--- config.mk ---
export PLATFORM = sky130hd
export DESIGN_NAME = ky11_switch_cond
export DESIGN_NICKNAME = d
export VERILOG_FILES = /design/src/rtl/ky11_pkg.sv /design/src/rtl/ky11_debounce.sv /design/src/rtl/ky11_switch_cond.sv
export SDC_FILE = /design/constraint.sdc
export NUM_CORES = 1
export LEC_CHECK = 0
export CAP_MARGIN = 20
export CORE_MARGIN = 5
export CORE_UTILIZATION = 40
export CTS_CLUSTER_SIZE = 28
export DETAILED_ROUTE_END_ITERATION = 8
export SLEW_MARGIN = 10
export SYNTH_ARGS = -nofsm -noshare
export SYNTH_HDL_FRONTEND = slang
export SYNTH_SLANG_ARGS = --single-unit
--- constraint.sdc ---
create_clock -name clk -period 4.2 [get_ports clk]
set_input_delay 1.26 -clock clk [delete_from_list [all_inputs] [get_ports clk]]
set_output_delay 1.26 -clock clk [all_outputs]
set_load 0.005 [all_outputs]
--- src/rtl/ky11_pkg.sv ---
// KY11 switch conditioner shared types: lockout FSM states,
// key indices in priority order and the priority pick helper.
package ky11_pkg;

    typedef enum logic [1:0] {
        S_IDLE,
        S_ACTIVE,
        S_GUARD
    } ky_state_e;

    localparam int NKEYS    = 6;
    localparam int K_START  = 0;
    localparam int K_BEGIN  = 1;
    localparam int K_LDADRS = 2;
    localparam int K_EXAM   = 3;
    localparam int K_DEP    = 4;
    localparam int K_CONT   = 5;
    localparam int K_HALT   = 6;

    typedef logic [NKEYS-1:0] key_vec_t;

    // Lowest index wins, so K_START..K_CONT order is the priority order
    function automatic key_vec_t pri_pick(input key_vec_t v);
        return v & (~v + key_vec_t'(1));
    endfunction

endpackage

--- src/rtl/ky11_debounce.sv ---
// KY11 single-switch conditioner: 2-FF synchroniser plus stable-count debounce.
// The level flips only after DBNC_TICKS consecutive clocks of disagreement.
module ky11_debounce #(
    parameter int DBNC_TICKS = 500000,
    parameter int CNT_W      = 24
) (
    input  logic clk,
    input  logic reset,
    input  logic raw_i,
    output logic level_o
);

    logic             sync1_q;
    logic             sync2_q;
    logic             level_q;
    logic             level_d;
    logic [CNT_W-1:0] cnt_q;
    logic [CNT_W-1:0] cnt_d;

    always_comb begin
        level_d = level_q;
        cnt_d   = cnt_q;
        if (sync2_q == level_q) begin
            cnt_d = '0;
        end else if (cnt_q == CNT_W'(DBNC_TICKS - 1)) begin
            level_d = ~level_q;
            cnt_d   = '0;
        end else begin
            cnt_d = cnt_q + CNT_W'(1);
        end
    end

    always_ff @(posedge clk) begin
        if (!reset) begin
            sync1_q <= 1'b0;
            sync2_q <= 1'b0;
            level_q <= 1'b0;
            cnt_q   <= '0;
        end else begin
            sync1_q <= raw_i;
            sync2_q <= sync1_q;
            level_q <= level_d;
            cnt_q   <= cnt_d;
        end
    end

    assign level_o = level_q;

endmodule

--- src/rtl/ky11_switch_cond.sv ---
// KY11 console front-end: debounced panel keys with one-at-a-time lockout.
// Define KY_REPEAT_EN to build the EXAM/DEP auto-repeat counter.
module ky11_switch_cond
    import ky11_pkg::*;
#(
    parameter int DBNC_TICKS   = 500000,
    parameter int CNT_W        = 24,
    parameter int REPEAT_TICKS = 12500000
) (
    input  logic        clk,
    input  logic        reset,
    input  logic        raw_ldadrs,
    input  logic        raw_exam,
    input  logic        raw_dep,
    input  logic        raw_cont,
    input  logic        raw_start,
    input  logic        raw_begin,
    input  logic        raw_halt,
    input  logic [15:0] raw_swr,
    output logic        ldadrs_sw,
    output logic        exam_sw,
    output logic        dep_sw,
    output logic        cont_sw,
    output logic        start_sw,
    output logic        begin_sw,
    output logic        halt_sw,
    output logic [15:0] swr,
    output logic        sw_busy
);

    logic [NKEYS:0]   raw_all;
    logic [NKEYS:0]   deb_all;
    key_vec_t         deb_keys;
    key_vec_t         pick;
    key_vec_t         out_keys;
    logic             any_key;
    logic             sel_live;
    logic             rep_gap;
    logic             busy;
    ky_state_e        state_q;
    ky_state_e        state_d;
    key_vec_t         sel_q;
    key_vec_t         sel_d;
    logic [CNT_W-1:0] gcnt_q;
    logic [CNT_W-1:0] gcnt_d;
    logic [15:0]      swr1_q;
    logic [15:0]      swr2_q;

    assign raw_all[K_START]  = raw_start;
    assign raw_all[K_BEGIN]  = raw_begin;
    assign raw_all[K_LDADRS] = raw_ldadrs;
    assign raw_all[K_EXAM]   = raw_exam;
    assign raw_all[K_DEP]    = raw_dep;
    assign raw_all[K_CONT]   = raw_cont;
    assign raw_all[K_HALT]   = raw_halt;

    for (genvar i = 0; i <= NKEYS; i++) begin : g_dbnc
        ky11_debounce #(
            .DBNC_TICKS(DBNC_TICKS),
            .CNT_W     (CNT_W)
        ) u_dbnc (
            .clk    (clk),
            .reset  (reset),
            .raw_i  (raw_all[i]),
            .level_o(deb_all[i])
        );
    end

    assign deb_keys = deb_all[NKEYS-1:0];
    assign halt_sw  = deb_all[K_HALT];
    assign pick     = pri_pick(deb_keys);
    assign any_key  = |deb_keys;
    assign sel_live = |(sel_q & deb_keys);

    always_comb begin
        state_d  = state_q;
        sel_d    = sel_q;
        gcnt_d   = gcnt_q;
        out_keys = '0;
        busy     = 1'b1;
        unique case (state_q)
            S_IDLE: begin
                busy = any_key;
                if (any_key) begin
                    state_d  = S_ACTIVE;
                    sel_d    = pick;
                    out_keys = pick;
                end
            end
            S_ACTIVE: begin
                if (sel_live) begin
                    out_keys = rep_gap ? '0 : sel_q;
                end else begin
                    state_d = S_GUARD;
                    gcnt_d  = '0;
                end
            end
            S_GUARD: begin
                // Any key still down restarts the quiet period
                if (any_key) begin
                    gcnt_d = '0;
                end else if (gcnt_q == CNT_W'(DBNC_TICKS - 1)) begin
                    state_d = S_IDLE;
                    sel_d   = '0;
                    gcnt_d  = '0;
                end else begin
                    gcnt_d = gcnt_q + CNT_W'(1);
                end
            end
            default: begin
                state_d = S_IDLE;
                sel_d   = '0;
                gcnt_d  = '0;
            end
        endcase
    end

    always_ff @(posedge clk) begin
        if (!reset) begin
            state_q <= S_IDLE;
            sel_q   <= '0;
            gcnt_q  <= '0;
            swr1_q  <= '0;
            swr2_q  <= '0;
        end else begin
            state_q <= state_d;
            sel_q   <= sel_d;
            gcnt_q  <= gcnt_d;
            swr1_q  <= raw_swr;
            swr2_q  <= swr1_q;
        end
    end

`ifdef KY_REPEAT_EN
    logic [CNT_W-1:0] rcnt_q;
    logic [CNT_W-1:0] rcnt_d;
    logic [1:0]       gap_q;
    logic [1:0]       gap_d;
    logic             rep_key;

    assign rep_key = sel_q[K_EXAM] | sel_q[K_DEP];
    assign rep_gap = |gap_q;

    always_comb begin
        rcnt_d = '0;
        gap_d  = '0;
        if (state_q == S_ACTIVE && sel_live && rep_key) begin
            gap_d = (gap_q != 2'd0) ? gap_q - 2'd1 : 2'd0;
            // Two-clock drop gives the SWTCH detector a fresh edge
            if (rcnt_q == CNT_W'(REPEAT_TICKS - 1)) begin
                rcnt_d = '0;
                gap_d  = 2'd2;
            end else begin
                rcnt_d = rcnt_q + CNT_W'(1);
            end
        end
    end

    always_ff @(posedge clk) begin
        if (!reset) begin
            rcnt_q <= '0;
            gap_q  <= '0;
        end else begin
            rcnt_q <= rcnt_d;
            gap_q  <= gap_d;
        end
    end
`else
    assign rep_gap = 1'b0;
`endif

    assign start_sw  = out_keys[K_START];
    assign begin_sw  = out_keys[K_BEGIN];
    assign ldadrs_sw = out_keys[K_LDADRS];
    assign exam_sw   = out_keys[K_EXAM];
    assign dep_sw    = out_keys[K_DEP];
    assign cont_sw   = out_keys[K_CONT];
    assign swr       = swr2_q;
    assign sw_busy   = busy;

    a_onehot: assert property (@(posedge clk) disable iff (!reset)
        $onehot0(out_keys));

    a_cnt_w: assert property (@(posedge clk)
        (64'(DBNC_TICKS) <= (64'd1 << CNT_W)) &&
        (64'(REPEAT_TICKS) <= (64'd1 << CNT_W)));

endmodule
# Word level (Yosys, flattened, before mapping)
# Cells that the tools add are included.
[word_totals]
register_bits = 253
[classes]
n_bitwise = 20
n_eq_ne = 21
muxes = 17
n_addsub = 9
reduce_logical = 20
[ops]
columns = ["operator", "count"]
rows = [
  ["adder 24 x 1 -> 24 bit (second input constant)", 8],
  ["== test 24 x 19 -> 1 bit (second input constant)", 8],
  ["two-way mux 24 bit", 3],
  ["one-hot mux 24 bit (3 select lines)", 1],
  ["two-way mux 6 bit", 5],
  ["OR reduction 3 bit", 7],
  ["one-hot mux 6 bit (3 select lines)", 1],
  ["NOT 1 bit", 17],
  ["AND reduction 2 bit", 8],
  ["bitwise AND 6 bit", 2],
  ["one-hot mux 6 bit (2 select lines)", 1],
  ["OR reduction 6 bit", 2],
  ["two-way mux 2 bit", 4],
  ["inequality test 2 bit (second input constant)", 4],
  ["AND reduction 4 bit", 2],
  ["== test 1 bit", 7],
  ["adder 6 x 1 -> 6 bit (second input constant)", 1],
  ["NOT 6 bit", 1],
  ["one-hot mux 2 bit (3 select lines)", 1],
  ["== test 2 x 1 -> 1 bit (second input constant)", 1],
  ["== test 2 bit (second input constant)", 1],
  ["zero test 2 bit", 1],
  ["two-way mux 1 bit", 1],
]

# Depth between registers and ports, before layout
# Gate-level depths: netlist of the first run.
[depth]
word_depth = 5
ltp_mapped = 8
mapped_depth_nobuf = 6

# Cells and area by module
# A second synthesis of the first run with hierarchy kept.
[unflattened]
hier_cells = 1269
area_unflattened_um2 = 11292.1
[modules_own_cells]
columns = ["mod", "area_each_um2", "seq_area_each_um2", "instances", "cells_per_inst"]
rows = [
  ["ky11_debounce", 1244.9, 540.5, 7, 142],
  ["ky11_switch_cond", 2577.5, 1281.2, 1, 275],
]

# Least setup slack after synthesis of the first run
# No wires, ideal clock.
[synth_path]
path_kind = "reg-to-output"
start = "reg g_dbnc[1].u_dbnc.level_q"
end = "out sw_busy"
n_path_buf = 1
arrival_time_ps = 1167
path_stages_with_launch = 5
required_ps = 2940
setup_slack_ps = 1773
path_cell_list = "dfxtp_1 > buf_6 > or4_4 > nor2_1 > nand2_1"
[synth_between]
elab_chain_len = 2
[synth_lines]
columns = ["element", "line", "source"]
rows = [
  ["start: declaration", "ky11_debounce.sv:15", "logic level_q;"],
  ["start signal: assignment", "ky11_debounce.sv:42", "level_q <= level_d;"],
  ["OR reduction 6 bit", "ky11_switch_cond.sv:72", "assign any_key = |deb_keys;"],
  ["two-way mux 1 bit", "ky11_switch_cond.sv:81", "unique case (state_q)"],
  ["end: declaration", "ky11_switch_cond.sv:28", "output logic sw_busy"],
]
# Every way passes these cells.

# Worst setup path in the final report of the first run
[layout_path]
start = "reg g_dbnc[0].u_dbnc.level_q"
end = "out dep_sw"
[layout_between]
elab_chain_len = 5
elab_cells_between_ends = 9
classes_between = "1 x add/sub; 3 x mux; 3 x bitwise; 2 x reduce/logical"
[layout_lines]
columns = ["element", "line", "source"]
rows = [
  ["start: declaration", "ky11_debounce.sv:15", ""],
  ["start signal: assignment", "ky11_debounce.sv:42", ""],
  ["NOT 6 bit", "ky11_pkg.sv:24", "return v & (~v + key_vec_t'(1));"],
  ["adder 6 x 1 -> 6 bit", "ky11_pkg.sv:24", ""],
  ["bitwise AND 6 bit", "ky11_pkg.sv:24", ""],
  ["two-way mux 6 bit", "ky11_switch_cond.sv:84", "if (any_key) begin"],
  ["one-hot mux 6 bit (2 select lines) (*)", "ky11_switch_cond.sv:81", ""],
  ["end: declaration", "ky11_switch_cond.sv:22", "output logic dep_sw,"],
]
# Every way passes the cells marked *; elsewhere a longest branch is shown, timed or not.

==> flow_summary.toml, run 1 <==
[outcome]
status = "finished clean"

[timing]
finalWorstPathRequiredPeriod_ns = 3.66
layout_setup_ws_ns = 0.536
finalMaxSlewViolations = 0
worst-slew-pin-transition_ns = 1.00
hold_violations = 0
fin_setup_tns_ns = 0
setup_violations = 0
timing.final.crit_share_pct = 87.2
fmax_mhz = 273
skew_ns = 0.00840
maxSlewHeadroom_pct = 32.4
rsz0062_at_grt = "false"

[floorplan]
design.core.area_mm2 = 0.0261
die_w_um = 173
die_y_um = 173
ios = 49
die_area_mm2 = 0.0299
rows = 59
initial_core_util_pct = 40.7

[synth]
synth_warnings = 0
yosysSeqAreaShare_pct = 47.7
synth_cells = 1193
syn-num-nets = 1226
async_reset_ff_share_pct = 0
synth_fa_ha_area_share_pct = 0.944
synth_xor_area_share_pct = 14.8
synth.avg_cell_area_um2 = 8.89
ys_ff_latch = 253
syn-cell-area_mm2 = 0.0106
synthSimpleGateAreaFrac_pct = 30.9
synth_mux_area_share_pct = 0.661
synthFlopType = "dfxtp_1"
synth.distinct_cells = 45
synth_top_family_by_area = "simple AND/OR/NAND/NOR gates"
synth_edf_count = 0
synth_compound_area_share_pct = 2.51

[worst_setup_path]
endpoint_kind = "output port"
crit_fanout = 8
cp-start-kind = "flip-flop"
cpPeakStageDelay_ns = 0.52
worstPathCellList = "a22oi_1 > a31oi_1 > nand2_1 > nand2_1 > clkdlybuf4s50_1"
slowest_stage = "clkdlybuf4s50_1"
crit_buf_inv = 1
path_delay_family = "compound AO/OA/AOI/OAI gates"
crit_arrival_ns = 2.40
path_class = "flip-flop to output port"
critical_path.most_common_cell = "nand2_1"
critPathRequiredTime_ns = 2.94

[pwr]
power.leakage_uw = 0.00412
ir_drop_uv = 331
p_sw_uw = 1050
pwr-share-clk_pct = 51.1
switching_share_pct = 20.4
comb_power_share_pct = 1.6
p_seq_share_pct = 47.3
internal_power_uw = 4090
power_density_mw_per_mm2 = 416

[layout]
fin_area_mm2 = 0.0123
nets = 1264
fin_util_pct = 47.4
syn_to_final_growth_pct = 16.4
mostFrequentLayoutCells = "dfxtp_1, nor2_1, xor2_1"
antennaDiodeCount = 0
drive_gt1_share_pct = 5.03
layout_commonest_cell = "dfxtp_1"

[placed_design]
hpwl_um = 13600
dp_slack_ns = 1.12
port_buffers = 48
place_area_mm2 = 0.0113
gp_congestion = 0.795

[drt]
wl_per_cell_um = 12.8
vias = 7932
route.detailed.drc = 0
wl_met2_um = 8790
drtAntennaViolNets = 0
top_layer_used = "met4"
wl_met3_um = 923
drtIter0Drc = 389
wirelength_met1_um = 10200
drt_pass1_iterations = 4
viasPerCell = 5.00
wirelength_um = 20400

[global_route]
grt_max_degree = 50
grt_pass1_vias = 7652
overflow = 0
grt_usage_pct = 13.5
grt_pass1_wl_um = 35900
antenna_found_initial = 0

[clocking]
htree_levels = 1
clk_latency_ns = 0.54
path_clk_slew_ns = 0.06
post_cts_buffers = 0
holdBufCountCts = 0
numCtsBuffers = 28
clkSinkCount = 253
cts_buffer_depth = 3
root_buffer = "clkbuf_16"
cts_tree = "built"
cts_resized = 0

[flow_run]
drv_cap = 0

[worst_hold_path]
hold_path_class = "flip-flop to flip-flop"
## cell type report
| type | instances | area, um2 |
|---|---|---|
| Sequential cell | 253 | 5060 |
| Multi-Input combinational cell | 879 | 5280 |
| Clock buffer | 32 | 726 |
| Clock inverter | 19 | 282 |
| Inverter | 17 | 63.8 |
| Tap cell | 335 | 419 |
| Timing Repair Buffer | 52 | 505 |
| Fill cell | 2509 | 13700 |
## sequential cells by signal, summed over array words and instances (netlist names)
name and flops:
swr1_q 16, swr 16, state_q 2, g_dbnc.u_dbnc.cnt_q 168, gcnt_q 24, sel_q 6
g_dbnc.u_dbnc.level_o 7, g_dbnc.u_dbnc.sync1_q 7, g_dbnc.u_dbnc.sync2_q 7
## per-stage QoR
step,power [uW],cells,hold WS (ns)
floorplan,2520,1193,0.412
CTS,5230,1587,0.432
global route,5330,1587,0.442
detailed placement,2570,1536,0.417
global placement,2570,1536,0.412
finish,5130,1587,0.428
## cell usage after synthesis (all sizes together), types with 10 or more instances
master	n	area, um2
nor2	235	882
inv	17	63.8
nor4b	14	123
and2	53	332
xnor2	73	639
buf	12	76.3
nand4	63	394
and3	29	181
dfxtp	253	5060
and4	21	184
nand2	73	274
clkbuf	32	120
nor4	30	194
nor3	32	160
nand3	75	375
xor2	106	928
a21oi	10	50.1
## final timing paths
check | slack (ns) | endpoint | depth (start not counted) | from
min reg2reg | 0.43 | g_dbnc[1].u_dbnc.sync2_q$_SDFF_PN0_ | 1 | g_dbnc[1].u_dbnc.sync1_q$_SDFF_PN0_
max reg2reg | 1.79 | g_dbnc[4].u_dbnc.cnt_q[17]$_SDFF_PP0_ | 5 | g_dbnc[4].u_dbnc.cnt_q[8]$_SDFF_PP0_
max | 0.54 | dep_sw | 5 | g_dbnc[0].u_dbnc.level_o$_SDFFE_PN0P_
min | 0.43 | g_dbnc[1].u_dbnc.sync2_q$_SDFF_PN0_ | 1 | g_dbnc[1].u_dbnc.sync1_q$_SDFF_PN0_
## power by group through the flow
stage	clock network [uW]	registers, uW	logic [uW]
floorplan	0	2480	40.7
global placement	0	2480	83.9
detailed placement	0	2480	84.0
CTS	2710	2430	84.5
global route	2800	2430	92.2
finish	2620	2430	81.8
## kinds of logic (layout without fill, tap and decap cells)
group	count (synthesis)	in the layout
AO/OA/AOI/OAI	36	36
XOR/XNOR	179	179
adder cells (fa/ha/maj)	8	8
buffers and inverters	61	120
flip-flops	253	253
multiplexers	7	7
AND/OR/NAND/NOR	649	649
## routing by layer
metal | vias up | global-route usage, %
li1 | 4158 | -
met1 | 3639 | 18.4
met2 | 101 | 21.6
met3 | 34 | 3.17
met4 | 0 | 3.57
met5 | - | 0
Power figures use the tool's default switching activity.
==> inputs of run 2 (changes only) <==
--- a/config.mk
+++ b/config.mk
@@ -10,7 +10,6 @@
 export CORE_UTILIZATION = 40
 export CTS_CLUSTER_SIZE = 28
 export DETAILED_ROUTE_END_ITERATION = 8
-export SLEW_MARGIN = 10
 export SYNTH_ARGS = -nofsm -noshare
 export SYNTH_HDL_FRONTEND = slang
 export SYNTH_SLANG_ARGS = --single-unit
==> results of run 2 <==
Final layout, timing and power as in run 1 (identical DEF).
